--- config.mk ---
export PLATFORM = sky130hd
export DESIGN_NAME = uart_rx
export DESIGN_NICKNAME = d
export VERILOG_FILES = /design/src/rtl/uart_rx.sv
export SDC_FILE = /design/constraint.sdc
export NUM_CORES = 1
export LEC_CHECK = 0
export CORE_MARGIN = 5
export CORE_UTILIZATION = 35
export CTS_CLUSTER_DIAMETER = 150
export DETAILED_ROUTE_END_ITERATION = 8
export PLACE_DENSITY = 0.53
export SKIP_LAST_GASP = 1
export SLEW_MARGIN = 30
export SYNTH_ARGS = -nofsm -noshare
export SYNTH_HDL_FRONTEND = slang
export SYNTH_SLANG_ARGS = --single-unit
--- constraint.sdc ---
create_clock -name baud_clk -period 1.75 [get_ports baud_clk]
set_input_delay 0.175 -clock baud_clk [delete_from_list [all_inputs] [get_ports baud_clk]]
set_output_delay 0.175 -clock baud_clk [all_outputs]
set_load 0.01 [all_outputs]
--- src/rtl/uart_rx.sv ---
// 8N1 UART receiver: 2-flop input synchronizer, oversampled start/data/stop
// sampling, and one-cycle data_valid / frame_err strobes.
module uart_rx #(
  parameter int unsigned OVERSAMPLE = 16
) (
  input  logic       baud_clk,
  input  logic       rst_n,
  input  logic       i_bit,
  output logic [7:0] data_out,
  output logic       data_valid,
  output logic       frame_err,
  output logic       rx_busy
);

  localparam int unsigned CntW = $clog2(OVERSAMPLE);
  localparam logic [CntW-1:0] HalfM1 = CntW'(OVERSAMPLE / 2 - 1);
  localparam logic [CntW-1:0] FullM1 = CntW'(OVERSAMPLE - 1);

  typedef enum logic [2:0] {
    StIdle,
    StStart,
    StData,
    StStop,
    StBreak
  } state_e;

  state_e          state_q;
  logic            sync1_q, sync2_q;
  logic [CntW-1:0] cnt_q;
  logic [2:0]      idx_q;
  logic [7:0]      shreg_q;
  logic [7:0]      data_q;
  logic            valid_q, err_q;

  // Two-flop synchronizer; resets to the idle line level so reset is not a start bit.
  always_ff @(posedge baud_clk or negedge rst_n) begin
    if (!rst_n) begin
      sync1_q <= 1'b1;
      sync2_q <= 1'b1;
    end else begin
      sync1_q <= i_bit;
      sync2_q <= sync1_q;
    end
  end

  // Frame FSM with counters, shift register and registered strobes.
  always_ff @(posedge baud_clk or negedge rst_n) begin
    if (!rst_n) begin
      state_q <= StIdle;
      cnt_q   <= '0;
      idx_q   <= '0;
      shreg_q <= '0;
      data_q  <= '0;
      valid_q <= 1'b0;
      err_q   <= 1'b0;
    end else begin
      valid_q <= 1'b0;
      err_q   <= 1'b0;
      unique case (state_q)
        StIdle: begin
          if (!sync2_q) begin
            state_q <= StStart;
            cnt_q   <= '0;
          end
        end
        StStart: begin
          if (cnt_q == HalfM1) begin
            // Mid start bit: a line already back high was a glitch.
            if (!sync2_q) begin
              state_q <= StData;
              cnt_q   <= '0;
              idx_q   <= '0;
            end else begin
              state_q <= StIdle;
            end
          end else begin
            cnt_q <= cnt_q + CntW'(1);
          end
        end
        StData: begin
          if (cnt_q == FullM1) begin
            shreg_q <= {sync2_q, shreg_q[7:1]};
            cnt_q   <= '0;
            idx_q   <= idx_q + 3'd1;
            if (idx_q == 3'd7) state_q <= StStop;
          end else begin
            cnt_q <= cnt_q + CntW'(1);
          end
        end
        StStop: begin
          if (cnt_q == FullM1) begin
            cnt_q <= '0;
            if (sync2_q) begin
              data_q  <= shreg_q;
              valid_q <= 1'b1;
              state_q <= StIdle;
            end else begin
              err_q   <= 1'b1;
              state_q <= StBreak;
            end
          end else begin
            cnt_q <= cnt_q + CntW'(1);
          end
        end
        StBreak: begin
          // Wait out a held-low line so it yields only one frame_err.
          if (sync2_q) state_q <= StIdle;
        end
        default: state_q <= StIdle;
      endcase
    end
  end

  // Output mapping.
  always_comb begin
    data_out   = data_q;
    data_valid = valid_q;
    frame_err  = err_q;
    rx_busy    = (state_q != StIdle);
  end

endmodule

Word-level counts from Yosys, hierarchy flattened
Cells that the tools add are included.
Widths: inputs -> output; s select.
{"block": "totals", "register_bits": 30, "n_memories": 0, "latchBits": 0, "inputBits": 3, "elab_cells": 57, "ram_bits": 0, "romBits": 0, "output_inout_bits": 11}
{"block": "classes", "eq_ne": 14, "div": 0, "reduce_logical": 9, "n_bitwise": 0, "n_shift": 0, "add_sub_neg": 2, "mul": 0, "mux": 23, "order_cmp": 0}
{"operator": "$mux 3", "n": 10}
{"operator": "$pmux 3 s5", "n": 1}
{"operator": "$ne 2x2->1 const B", "n": 7}
{"operator": "$mux 4", "n": 3}
{"operator": "$pmux 4 s3", "n": 1}
{"operator": "$eq 3x2->1 const B", "n": 2}
{"operator": "$eq 3x3->1 const B", "n": 2}
{"operator": "$mux 1", "n": 6}
{"operator": "$pmux 3 s2", "n": 1}
{"operator": "$reduce_and 6->1", "n": 1}
{"operator": "$reduce_bool 3->1", "n": 2}
{"operator": "$add 4x1->4 const B", "n": 1}
{"operator": "$eq 4x3->1 const B", "n": 1}
{"operator": "$eq 4x4->1 const B", "n": 1}
{"operator": "$reduce_and 4->1", "n": 1}
{"operator": "$add 3x1->3 const B", "n": 1}
{"operator": "$eq 3x1->1 const B", "n": 1}
{"operator": "$logic_not 3->1", "n": 1}
{"operator": "$reduce_and 3->1", "n": 1}
{"operator": "$mux 2", "n": 1}
{"operator": "$reduce_and 2->1", "n": 1}
{"operator": "$reduce_bool 2->1", "n": 1}
{"operator": "$reduce_or 2->1", "n": 1}

Logic depth before layout (Yosys ltp)
{"block": "logic_depth", "ltp_word": 4, "depth_mapped": 6, "mapped_depth_nobuf": 5}

Worst setup path after synthesis
OpenSTA, ideal clock, no wires.
{"block": "synth_path", "path_kind": "reg2reg", "startpoint": "register cnt_q[0]", "endpoint": "register shreg_q[0]", "n_path_buf": 1, "setup_ps": 117, "synth_period_minus_slack_ps": 1446, "arrival_time_ps": 1329, "path_slack_ps": 304, "stages_incl_launch_ff": 7, "path_cell_list": "dfrtp_1 -> ha_1 -> nand4_4 -> or3_1 -> buf_6 -> nand2_1 -> nand2_1"}
{"block": "synth_between", "elab_chain_cells": 2}
{"element": "start, declared", "line": "29", "rtl": "logic [CntW-1:0] cnt_q;"}
{"element": "start signal, assigned", "line": "77", "rtl": "cnt_q <= cnt_q + CntW'(1);"}
{"element": "start signal, assigned", "line": "87", "rtl": "cnt_q <= cnt_q + CntW'(1);"}
{"element": "start signal, assigned", "line": "102", "rtl": "cnt_q <= cnt_q + CntW'(1);"}
{"element": "$eq 4x4->1", "line": "81", "rtl": "if (cnt_q == FullM1) begin"}
{"element": "$reduce_and 2->1 (no source line)"}
{"element": "end signal, assigned", "line": "82", "rtl": "shreg_q <= {sync2_q, shreg_q[7:1]};"}
{"element": "end, declared", "line": "31", "rtl": "logic [7:0] shreg_q;"}
No other way between the ends.
A chain may end at the register's enable or synchronous reset.

Final worst setup path
{"block": "layout_path", "startpoint": "register state_q[2]", "endpoint": "output port rx_busy"}
{"block": "layout_between", "elab_chain_cells": 1}
{"element": "start, declared", "line": "27", "rtl": "state_e state_q;"}
{"element": "start signal, assigned", "line": "49", "rtl": "state_q <= StIdle;"}
{"element": "start signal, assigned", "line": "62", "rtl": "state_q <= StStart;"}
{"element": "start signal, assigned", "line": "70", "rtl": "state_q <= StData;"}
{"element": "$reduce_bool 3->1", "line": "119", "rtl": "rx_busy = (state_q != StIdle);"}
{"element": "end, declared", "line": "12", "rtl": "output logic rx_busy"}
No other way between the ends.

==> flow_summary.ini <==
[finish]
multiInputGateArea_um2 = 523
fin_util = 0.451
finalNonFillerCells = 185
finalInstanceArea_um2 = 1650
nets = 142
drive_gt1_frac = 0.226
antenna_cells = 0
n_fill_cell = 345
synthToLayoutAreaGrowth_pct = 25.4
seqCellArea_um2 = 757

[yosys]
syn-instance-count = 118
yosys.cell_types.count = 31
syn_nets = 124
ys_async_sr_fraction = 1.00
yosysWarnings = 0
seq_area_frac_synth = 0.572
synthesis.area_um2 = 1320
synth_edf_count = 0
syn_avg_cell_area_um2 = 11.2
synth_ff_type = dfrtp_1
ys_ff_latch = 30

[grt]
grt_max_degree = 31
grt_pass1_vias = 842
grt_first_pass_wirelength_um = 4060
grt.overflow.total = 0
track_usage = 0.106
antenna_found_initial = 0

[setup_path]
worstPathCellList = inv_1 > nand2_1 > clkdlybuf4s50_1
worstSetupEndpointType = output pin
cp_max_fo = 11
crit_type = flip-flop to output pin
crit_path_start_kind = flip-flop
cp_slowest_stage_delay_ps = 520
cp.required_ps = 1570
worstPathArrival_ps = 1470
cpMaxStageDelayCell = clkdlybuf4s50_1

[clock_tree]
htreeDepth = 2
cts_buffer_depth = 2
cts.clk_slew.worst_paths_ps = 70
cts_tree = yes
cts.sinks = 30
postCtsSetupBuffers = 0
cts_buffers = 5
root_buffer = clkbuf_8
clk_latency_ps = 280

[pwr]
clockPowerShare = 0.401
p_switching_uw = 568
seqPwrFrac = 0.422
power.share.combinational = 0.177
swShare = 0.264
peakVddDrop_mv = 0.657
p_total_mw = 2.15
p_per_area_nw_per_um2 = 1310
total_leakage_power_nw = 0.796
internal-power_mw = 1.59

[floorplanning]
die_w_um = 71.3
dieHeight_um = 71.3
rows = 22
ios = 14
die-area_um2 = 5090
start_util = 0.360
core_region_area_um2 = 3660

[timing]
final.period_utilization = 0.938
slew_headroom = 0.749
skew_ps = 6.05
period_needed_ps = 1640
fmax_mhz = 609
tightestPinTransition_ps = 376
maxSlewViolCount = 0
tns_ps = 0
setup_viol = 0
rsz0062_at_grt = false
hold_viol = 0

[drt]
vias_per_cell = 4.68
first_iter_violations = 46
ant_nets = 0
dr.pass1.iters = 4
vias = 866
wl_per_cell_um = 12.5
route.final.wire_length_um = 2320
route.detailed.drc = 0

[place]
dp_cells = 177
io_buffers = 13
place_area_um2 = 1500
gp_congestion = 0.738
dp_hpwl_um = 1560

[min_path]
hp-class = primary input to async pin

[status]
status = completed

[run]
cap_violations = 0
-- flip-flops by register name, summed over array words and instances (netlist names) --
signal and cells:
idx_q 3, shreg_q 8, sync1_q 1, state_q 3, cnt_q 4, sync2_q 1, data_valid 1, frame_err 1
data_out 8
-- what timing repair did --
item                                    in CTS  in global routing
resized for setup                            1                  3
hold endpoints to repair                     0                  0
hold buffers                                 0                  0
endpoints found under the setup margin       1                  3
-- final timing paths --
path,from,to,slack (ps),cells past startpoint
min in group baud_clk,i_bit,sync1_q$_DFF_PN1_,320,1
worst max-delay path,state_q[2]$_DFFE_PN0P_,rx_busy,110,3
max in group asynchronous,rst_n,sync1_q$_DFF_PN1_,1160,2
worst max register to register,cnt_q[0]$_DFFE_PN0P_,data_out[4]$_DFFE_PN0P_,210,5
worst min-delay path,rst_n,frame_err$_DFF_PN0_,280,2
worst min register to register,sync1_q$_DFF_PN1_,sync2_q$_DFF_PN1_,360,0
-- placed cells by master (no fill, tap or decap) --
cell,count
clkdlybuf4s50_1,13
o2111ai_1,1
nand2_4,1
nor3b_1,1
a21o_1,1
nor2b_1,1
nand2b_1,3
nor2_1,7
nand3_1,2
nand2_1,26
o21ai_0,2
o311a_1,1
or3_4,1
bufinv_16,2
dfrtp_2,3
mux2i_1,2
a22o_1,3
nor3_2,1
dfstp_2,2
a21oi_1,6
xnor2_1,1
ha_1,3
nor3_1,2
dfrtp_1,25
inv_1,4
nor2_4,1
mux2_2,9
o22ai_1,1
clkbuf_8,6
o21ai_2,1
nand4_4,1
buf_4,3
and2_1,1
-- metal layers --
metal	vias up	GRT usage	share of wire
met1	414	0.149	0.50
met4	0	0.0564	0.014
li1	432	-	-
met2	16	0.138	0.45
met3	4	0.0393	0.042
met5	-	0	0
-- cell families after synthesis --
group | Yosys count | share of synthesized area
buffers and inverters | 9 | 0.0342
and+or+nand+nor | 48 | 0.184
adders and majority gates | 3 | 0.0285
muxes | 11 | 0.0922
xor gates and xnor gates | 1 | 0.00666
AOI/OAI and AO/OA | 16 | 0.0818
DFF | 30 | 0.572
-- cell type report --
cell class	instances	area share
clock inverters	2	0.0364
repair buffers	16	0.0925
well taps	48	0.0364
multi-input cells	79	0.317
flip-flops and latches	30	0.459
inverters	4	0.00910
clock buffers	6	0.0500
-- critical path, delay by kind of cell, from the launching register on --
kind / cells / cell delay [ps]
simple gates: 1 / 80
flops: 1 / 470
buf+inv: 2 / 630
-- synth_stat cells, types with 2 or more instances --
cell      instances  area [µm²]
dfrtp_1          28         701
nand2_1          26        97.6
mux2_2            9         101
nor2_1            7        26.3
a21oi_1           6        30.0
inv_1             4        15.0
a22o_1            3        26.3
buf_2             3        15.0
ha_1              3        37.5
nand2b_1          3        18.8
dfstp_2           2        52.6
mux2i_1           2        20.0
nand3_1           2        10.0
nor3_1            2        10.0
o21ai_0           2        10.0
-- through the flow --
step | hold slack [ps] | setup WS (ps)
after global routing | 311 | 10.1
after CTS | 282 | 43.3
final | 279 | 108
after global placement | 348 | 165
after detailed placement | 353 | 111
after floorplan | -121 | 304
-- power by group through the flow --
stage / logic, mW / clock network [mW] / registers [mW]
4_1_cts: 0.384 / 0.891 / 0.906
5_1_grt: 0.431 / 0.930 / 0.928
6_report: 0.381 / 0.863 / 0.910
3_3_place_gp: 0.373 / 0 / 0.912
2_1_floorplan: 0.346 / 0 / 0.854
3_5_place_dp: 0.381 / 0 / 0.919
Note: power is estimated with default switching activity, not from simulation.
